==> src/rtl/ssd_scan_ctrl.sv <==
`default_nettype none
// +----------------------------------------------------------------------+
// | ssd_scan_ctrl: 4-digit seven-segment scanner, double-buffered data  |
// | Revision: 1.0                                                       |
// +----------------------------------------------------------------------+
module ssd_scan_ctrl #(
  parameter int TICKS_ON    = 50000,
  parameter int TICKS_GUARD = 500
) (
  input  logic       clk,
  input  logic       rst,
  input  logic       en,
  input  logic       wr_valid,
  input  logic [1:0] wr_digit,
  input  logic [7:0] wr_data,
  output logic       wr_ready,
  input  logic       commit,
  output logic       commit_pending,
  output logic       frame_done,
  output logic [3:0] an,
  output logic [7:0] ss
);

  typedef enum logic [1:0] {
    S_OFF   = 2'd0,
    S_GUARD = 2'd1,
    S_ON    = 2'd2,
    S_SWAP  = 2'd3
  } state_t;

  localparam logic [19:0] c_on_last    = 20'(TICKS_ON - 1);
  localparam logic [19:0] c_guard_last = 20'(TICKS_GUARD - 1);

  state_t      r_state;
  logic [1:0]  r_digit;
  logic [19:0] r_cnt;
  logic [7:0]  r_shadow [4];
  logic [7:0]  r_active [4];

  logic w_wr_fire;
  logic w_swap;

  assign w_wr_fire = wr_valid & wr_ready;
  assign w_swap    = en & (r_state == S_SWAP);

  function automatic logic [3:0] anode(input logic [1:0] d);
    return ~(4'b0001 << d);
  endfunction

  // Outputs are loaded with the values of the state being entered, so an/ss
  // change only on clock edges and never pass through a decoded glitch.
  always_ff @(posedge clk or negedge rst) begin
    if (!rst) begin
      r_state    <= S_OFF;
      r_digit    <= 2'd0;
      r_cnt      <= 20'd0;
      an         <= 4'hF;
      ss         <= 8'hFF;
      frame_done <= 1'b0;
      wr_ready   <= 1'b1;
    end else begin
      an         <= 4'hF;
      ss         <= 8'hFF;
      frame_done <= 1'b0;
      wr_ready   <= 1'b1;
      if (!en) begin
        r_state <= S_OFF;
        r_digit <= 2'd0;
        r_cnt   <= 20'd0;
      end else begin
        case (r_state)
          S_OFF: begin
            r_state <= S_GUARD;
            r_digit <= 2'd0;
            r_cnt   <= 20'd0;
          end
          S_GUARD: begin
            if (r_cnt == c_guard_last) begin
              r_state <= S_ON;
              r_cnt   <= 20'd0;
              an      <= anode(r_digit);
              ss      <= r_active[r_digit];
            end else begin
              r_cnt <= r_cnt + 20'd1;
            end
          end
          S_ON: begin
            if (r_cnt == c_on_last) begin
              r_cnt <= 20'd0;
              if (r_digit == 2'd3) begin
                r_state    <= S_SWAP;
                frame_done <= 1'b1;
                wr_ready   <= 1'b0;
              end else begin
                r_state <= S_GUARD;
                r_digit <= r_digit + 2'd1;
              end
            end else begin
              r_cnt <= r_cnt + 20'd1;
              an    <= anode(r_digit);
              ss    <= r_active[r_digit];
            end
          end
          default: begin
            r_state <= S_GUARD;
            r_digit <= 2'd0;
            r_cnt   <= 20'd0;
          end
        endcase
      end
    end
  end

  always_ff @(posedge clk or negedge rst) begin
    if (!rst) begin
      for (int i = 0; i < 4; i++) r_shadow[i] <= 8'hFF;
    end else if (w_wr_fire) begin
      r_shadow[wr_digit] <= wr_data;
    end
  end

  // A commit landing in the swap cycle itself survives into the next frame.
  always_ff @(posedge clk or negedge rst) begin
    if (!rst) begin
      for (int i = 0; i < 4; i++) r_active[i] <= 8'hFF;
      commit_pending <= 1'b0;
    end else begin
      if (w_swap && commit_pending) begin
        for (int i = 0; i < 4; i++) r_active[i] <= r_shadow[i];
      end
      commit_pending <= commit | (commit_pending & ~w_swap);
    end
  end

endmodule
`default_nettype wire
==> config.mk <==
export PLATFORM = sky130hd
export DESIGN_NAME = ssd_scan_ctrl
export DESIGN_NICKNAME = d
export VERILOG_FILES = /design/src/rtl/ssd_scan_ctrl.sv
export SDC_FILE = /design/constraint.sdc
export NUM_CORES = 1
export LEC_CHECK = 0
export ABC_AREA = 0
export CORE_ASPECT_RATIO = 1.1
export CORE_MARGIN = 8
export CORE_UTILIZATION = 40
export CTS_CLUSTER_SIZE = 25
export DETAILED_ROUTE_END_ITERATION = 10
export PLACE_DENSITY_LB_ADDON = 0.2
export SLEW_MARGIN = 20
export SYNTH_ARGS = -nofsm -noshare
export SYNTH_HDL_FRONTEND = slang
export SYNTH_SLANG_ARGS = --single-unit
==> constraint.sdc <==
create_clock -name clk -period 2 [get_ports clk]
set_input_delay 0.4 -clock clk [delete_from_list [all_inputs] [get_ports clk]]
set_output_delay 0.4 -clock clk [all_outputs]
set_load 0.05 [all_outputs]
==> reports/metrics.yaml, run 1 <==
setup_path:
  critPathSlowestCell: "or4_1"
  timing.rr.start: "r_cnt[16]"
  critPathArrivalTime_ns: 2.24
  reg2reg_depth: 5
  worstPathCellList: "nor4_1, nand2_1, o31a_1, or4_1, a21boi_1"
  cp.required_ns: 2.27
  cpPeakStageDelay_ns: 0.54
  r2r_setup_slack_ns: 0.04
  crit_fanout: 5
  critPathKind: "reg -> reg"
  r2r-end: "r_state[1]"
  endpoint_kind: "register"
  startpoint_type: "register"
route:
  drc: 0
  via_count: 2690
  wl_um: 9020
  ant_nets: 0
  drt_iter0_markers: 119
  viasPerCell: 5.04
  dr.pass1.iters: 4
  drt-wirelength-per-cell_um: 16.9
pwr:
  powerDensity_mw_per_mm2: 996
  power_mw: 5.42
  ir_drop_mv: 0.477
  p_leak_nw: 2.18
cells_and_area:
  fillers: 970
  instances_no_fill: 534
  diodes: 0
  area_growth_pct: 21.7
  design_area_mm2: 0.00544
  drive_gt1_share_pct: 54.0
  nets: 405
timing:
  drv_slew: 0
  rsz0062_at_grt: "yes"
  hold_violations: 0
  relSlewSlack_pct: 66.7
  worst_pin_slew_ns: 0.499
  fin_crit_ns: 1.96
  finalCritPeriodShare_pct: 98.2
  skew_ns: 0.0105
  finalSetupTns_ns: 0
  fmax_mhz: 509
  setup_viol: 0
logic_synthesis:
  yosysUniqueCellTypes: 35
  synthArstFlopShare_pct: 100
  ys.flop_type: "dfstp_2"
  synth_nets: 351
  synth_area_per_cell_um2: 13.6
  synth-edff-count: 0
  yosysSeqAreaShare_pct: 59.8
  ys_ff_latch: 103
  netlist_instances: 328
  syn_area_mm2: 0.00447
  yosys_warnings: 0
place:
  io_buffers: 29
  dp.cells: 513
  hpwl_um: 5810
  globalplace.congestion: 0.751
  place_area_mm2: 0.00508
global_routing:
  first_global_vias: 2726
  grt_max_degree: 42
  grt.overflow.total: 0
  grt_pass1_wl_um: 14700
  antenna_found_initial: 0
  grt.total_usage_pct: 13.1
cts:
  clock_latency_ns: 0.35
  cts_tree: "yes"
  clk_pin_slew_ns: 0.07
  clock_path_buffers: 2
  numCtsBuffers: 9
  cts-root-buf: "clkbuf_16"
  clock_sinks: 103
  htreeDepth: 3
die:
  die-area_mm2: 0.0148
  coreArea_mm2: 0.0109
  die_width_um: 117
  die_h_um: 127
  rows: 40
  num_io_pins: 30
  initial_utilization_pct: 41.0
worst_hold_path:
  hold_path_class: "in -> async"
outcome:
  status: "finished clean"
run:
  maxCapViolations: 0
==> layout by cell type, fill, tap and decap left out, drive strengths merged, types with 10 or more instances in the layout <==
cell and count:
nor2 27, mux2 64, nand2 19, xnor2 11, o21ai 15, clkdlybuf4s50 15, dfrtp 26, dfstp 77
buf 39, inv 12, clkbuf 10
==> worst max-delay path, delay by kind of cell, from the launching register on <==
| kind | cells | cell delay [ns] |
|---|---|---|
| DFF | 1 | 0.41 |
| AOI/OAI and AO/OA | 2 | 0.48 |
| and+or+nand+nor | 3 | 1.00 |
==> what timing repair did <==
action | 4_1_cts | 5_1_grt
resized for setup | 0 | 4
hold buffers | 1 | 0
setup buffers | 0 | 4
endpoints found under the hold margin | 4 | 0
endpoints found under the setup margin | 0 | 2
==> state kept, by name, indices dropped and copies added (netlist names) <==
signal / flops
r_active: 32
r_shadow: 32
r_cnt: 20
ss: 8
an: 4
r_digit: 2
r_state: 2
commit_pending: 1
frame_done: 1
wr_ready: 1
==> cells by family (layout without fill, tap and decap cells) <==
kind of cell               after synthesis  in the layout  synth area share [%]
DFF                                    103            103                  59.8
and+or+nand+nor                         82             82                  9.20
adders and majority gates                8              8                  2.24
buffers and inverters                   21             80                  2.04
xor gates and xnor gates                18             18                  3.52
AOI/OAI and AO/OA                       24             24                  3.10
muxes                                   72             72                  20.1
==> per-layer routing <==
layer / wire length, µm / global-route usage [%]
met5: 0 / 0
met1: 4350 / 17.9
met3: 406 / 3.75
met4: 89 / 4.07
met2: 4170 / 19.4
==> cells in the mapped netlist, types with 2 or more instances <==
master,n,share of area (%)
nor3_1,2,0.22
nand4b_1,2,0.39
ha_1,8,2.2
o22ai_1,2,0.28
dfrtp_1,26,15
o21ai_0,15,1.7
nand2_1,19,1.6
o21a_1,3,0.50
mux4_2,8,4.0
and2_1,2,0.28
xnor2_1,11,2.2
dfstp_2,77,45
nand4_1,8,1.1
mux2_2,64,16
clkbuf_1,6,0.50
buf_2,4,0.45
and3_1,5,0.70
xor2_1,7,1.4
inv_1,9,0.75
nor3b_1,2,0.34
nor4_1,2,0.28
nand3_1,7,0.78
nor2_1,27,2.3
==> worst max-delay path by stage <==
stage	startpoint	end	slack [ns]	depth (start not counted)
detailed placement	r_cnt[0]	r_state[1]	0.07	6
global route	r_cnt[11]	r_state[1]	-0.08	5
finish	r_cnt[16]	r_state[1]	0.04	5
global placement	r_cnt[2]	r_state[1]	0.11	5
CTS	commit_pending	commit_pending	0.05	1
floorplan	r_cnt[10]	r_state[1]	0.18	6
==> final cells by class <==
type	count	area (µm²)	share of cell area [%]
clock inverters	6	75.1	1.38
inverters	9	33.8	0.621
multi-input cells	204	1730	31.8
clock buffers	10	229	4.21
well taps	147	184	3.38
repair buffers	55	515	9.47
flip-flops and latches	103	2670	49.1
==> per-stage QoR <==
stage               setup WS (ns)  utilization [%]  hold WS (ns)
finish                     0.0368             49.9         0.497
global route              -0.0827             49.9         0.516
CTS                        0.0532             49.4         0.484
detailed placement         0.0681             46.5         0.330
global placement            0.105             46.5         0.325
floorplan                   0.175                -         0.104
==> where the power goes <==
part | internal (mW) | switching [mW]
Sequential | 2.68 | 0.172
Combinational | 0.427 | 0.348
Clock | 0.991 | 0.801
Total | 4.10 | 1.32
Power figures use the tool's default switching activity.
==> run 2, diff against run 1 <==
Settings changed: CAP_MARGIN from default to 20, PLACE_DENSITY_LB_ADDON 0.2 to default.
==> reports/metrics.yaml, run 2 (same netlist as run 1, synthesis figures left out) <==
timing:
  hold_slack_ns: 0.484  # -0.0132 ns
  worst_slack_ns: 0.0387  # +0.00190 ns
  fmax_mhz: 510  # about the same
  fin_crit_ns: 1.96  # -0.00190 ns
  drv_slew: 0  # unchanged
  finalCritPeriodShare_pct: 98.1  # about the same
  hold_violations: 0  # unchanged
  skew_ns: 0.0106  # +0.000101 ns
  relSlewSlack_pct: 66.8  # +0.13 points
  setup_viol: 0  # unchanged
  finalSetupTns_ns: 0  # unchanged
  worst_pin_slew_ns: 0.497  # -0.00190 ns
global_routing:
  grt.overflow.total: 0  # unchanged
  grt.total_usage_pct: 12.5  # -0.56 points
  grt_max_degree: 37  # -12%
  antenna_found_initial: 0  # unchanged
  first_global_vias: 2701  # -0.92%
  grt_pass1_wl_um: 14300  # -2.7%
die:
  die-area_mm2: 0.0148  # unchanged
  rows: 40  # unchanged
  coreArea_mm2: 0.0109  # unchanged
  initial_utilization_pct: 41.0  # unchanged
  num_io_pins: 30  # unchanged
  die_h_um: 127  # unchanged
  die_width_um: 117  # unchanged
route:
  via_count: 2708  # +0.67%
  wl_um: 8930  # -0.91%
  drt_iter0_markers: 118  # -0.84%
  wl_met3_um: 314  # -23%
  wl_met1_um: 4310  # -0.99%
  drt-wirelength-per-cell_um: 16.6  # -1.8%
  viasPerCell: 5.02  # -0.26%
  dr.pass1.iters: 4  # unchanged
  ant_nets: 0  # unchanged
  drc: 0  # unchanged
  met2_length_um: 4170  # about the same
  top_layer: "met4"
run:
  maxCapViolations: 0  # unchanged
setup_path:
  startpoint_type: "register"
  cpPeakStageDelay_ns: 0.52  # -0.02 ns
  critPathSlowestCell: "or4_1"
  critPathKind: "reg -> reg"
  endpoint_kind: "register"
  crit_fanout: 5  # unchanged
  worstPathCellList: "nor4_2, nand2_1, o31a_1, or4_1, a21boi_1"
  cp.required_ns: 2.27  # about the same
  critPathArrivalTime_ns: 2.24  # about the same
place:
  globalplace.congestion: 0.779  # +3.7%
  pre_cts_ws_ns: 0.0911  # +0.0230 ns
  place_area_mm2: 0.00506  # -0.25%
  dp.cells: 513  # unchanged
  hpwl_um: 5800  # about the same
  io_buffers: 29  # unchanged
pwr:
  ir_drop_mv: 0.413  # -13%
  powerDensity_mw_per_mm2: 999  # +0.22%
  switchingPower_mw: 1.36  # +2.9%
  pwr-share-seq_pct: 52.0  # -0.7 points
  p_clk_share_pct: 33.7  # +0.7 points
  p_int_mw: 4.11  # +0.23%
  power_mw: 5.47  # +0.89%
  swShare_pct: 24.8  # +0.49 points
  p_leak_nw: 2.21  # +1.4%
  comb_power_share_pct: 14.3  # about the same
cells_and_area:
  design_area_mm2: 0.00548  # +0.67%
  drive_gt1_share_pct: 54.8  # +0.84 points
  utilization_pct: 50.2  # +0.33 points
  area_growth_pct: 22.5
  final_common_cell: "dfstp_2"
  nets: 410  # +1.2%
  layout_common_cells: "dfstp_2, mux2_2, buf_4"
  instances_no_fill: 539  # +0.94%
  diodes: 0  # unchanged
  largest_registers: "r_active: 32 flops, r_shadow: 32 flops, r_cnt: 20 flops"
cts:
  clk_pin_slew_ns: 0.07  # about the same
  clock_latency_ns: 0.35  # about the same
  cts_tree: "yes"
  clock_path_buffers: 2  # unchanged
  cts-root-buf: "clkbuf_16"
  clock_sinks: 103  # unchanged
  htreeDepth: 3  # unchanged
  numCtsBuffers: 9  # unchanged
outcome:
  status: "finished clean"
worst_hold_path:
  hold_path_class: "in -> async"
==> run 2: cell types whose count changed in the layout (fill, tap and decap cells not counted) <==
cell | before | now
buf_12 | 5 | 4
buf_4 | 34 | 40
clkbuf_1 | 1 | 0
clkinv_4 | 1 | 2
inv_6 | 2 | 0
inv_8 | 1 | 3
nor3_1 | 1 | 2
nor3_2 | 2 | 1
nor4_1 | 2 | 1
nor4_2 | 1 | 2
==> run 2: cell type report <==
type / count / area [µm²]
Tap cell: 147 / 184
Clock buffer: 9 / 225
Sequential cell: 103 / 2670
Timing Repair Buffer: 60 / 541
Inverter: 9 / 33.8
Fill cell: 985 / 5430
Multi-Input combinational cell: 204 / 1730
Clock inverter: 7 / 88.8
==> run 2: metal layers <==
| layer | up-vias | global-route usage, % |
|---|---|---|
| li1 | 1270 | - |
| met1 | 1393 | 17.2 |
| met2 | 34 | 18.8 |
| met3 | 11 | 2.47 |
| met4 | 0 | 4.98 |
| met5 | - | 0 |
==> run 2: worst max-delay path, delay by kind of cell, from the launching register on <==
| kind | cells | cell delay [ns] |
|---|---|---|
| and+or+nand+nor | 3 | 0.99 |
| AOI/OAI and AO/OA | 2 | 0.50 |
| DFF | 1 | 0.41 |
==> run 2: timing repair <==
action,4_1_cts,5_1_grt
setup endpoints to repair,0,9
resized for setup,0,4
hold buffers,1,0
hold endpoints to repair,15,0
setup buffers,0,9
==> run 2: worst paths after layout <==
path / from / end / slack (ns) / depth (start not counted)
worst max-delay path: r_cnt[19] / r_state[1] / 0.04 / 5
worst min-delay path: rst / r_cnt[13] / 0.48 / 2
worst max register to register: r_cnt[19] / r_state[1] / 0.04 / 5
worst min register to register: commit_pending / commit_pending / 0.51 / 1
max in group asynchronous: rst / r_active[3] / 0.84 / 3
min in group clk: commit_pending / commit_pending / 0.51 / 1
==> run 2: power by group through the flow <==
| stage | logic, mW | registers (mW) | clock network, mW |
|---|---|---|---|
| floorplan | 0.466 | 2.91 | 0 |
| global placement | 0.760 | 2.87 | 0 |
| detailed placement | 0.781 | 2.88 | 0 |
| CTS | 0.785 | 2.85 | 1.88 |
| global route | 0.848 | 2.90 | 1.95 |
| finish | 0.783 | 2.85 | 1.84 |
==> run 3, diff against run 2 <==
Settings changed: CTS_CLUSTER_SIZE 25 to 12.
==> results of run 3 <==
No change in the layout: final DEF, timing and power equal those of run 2.
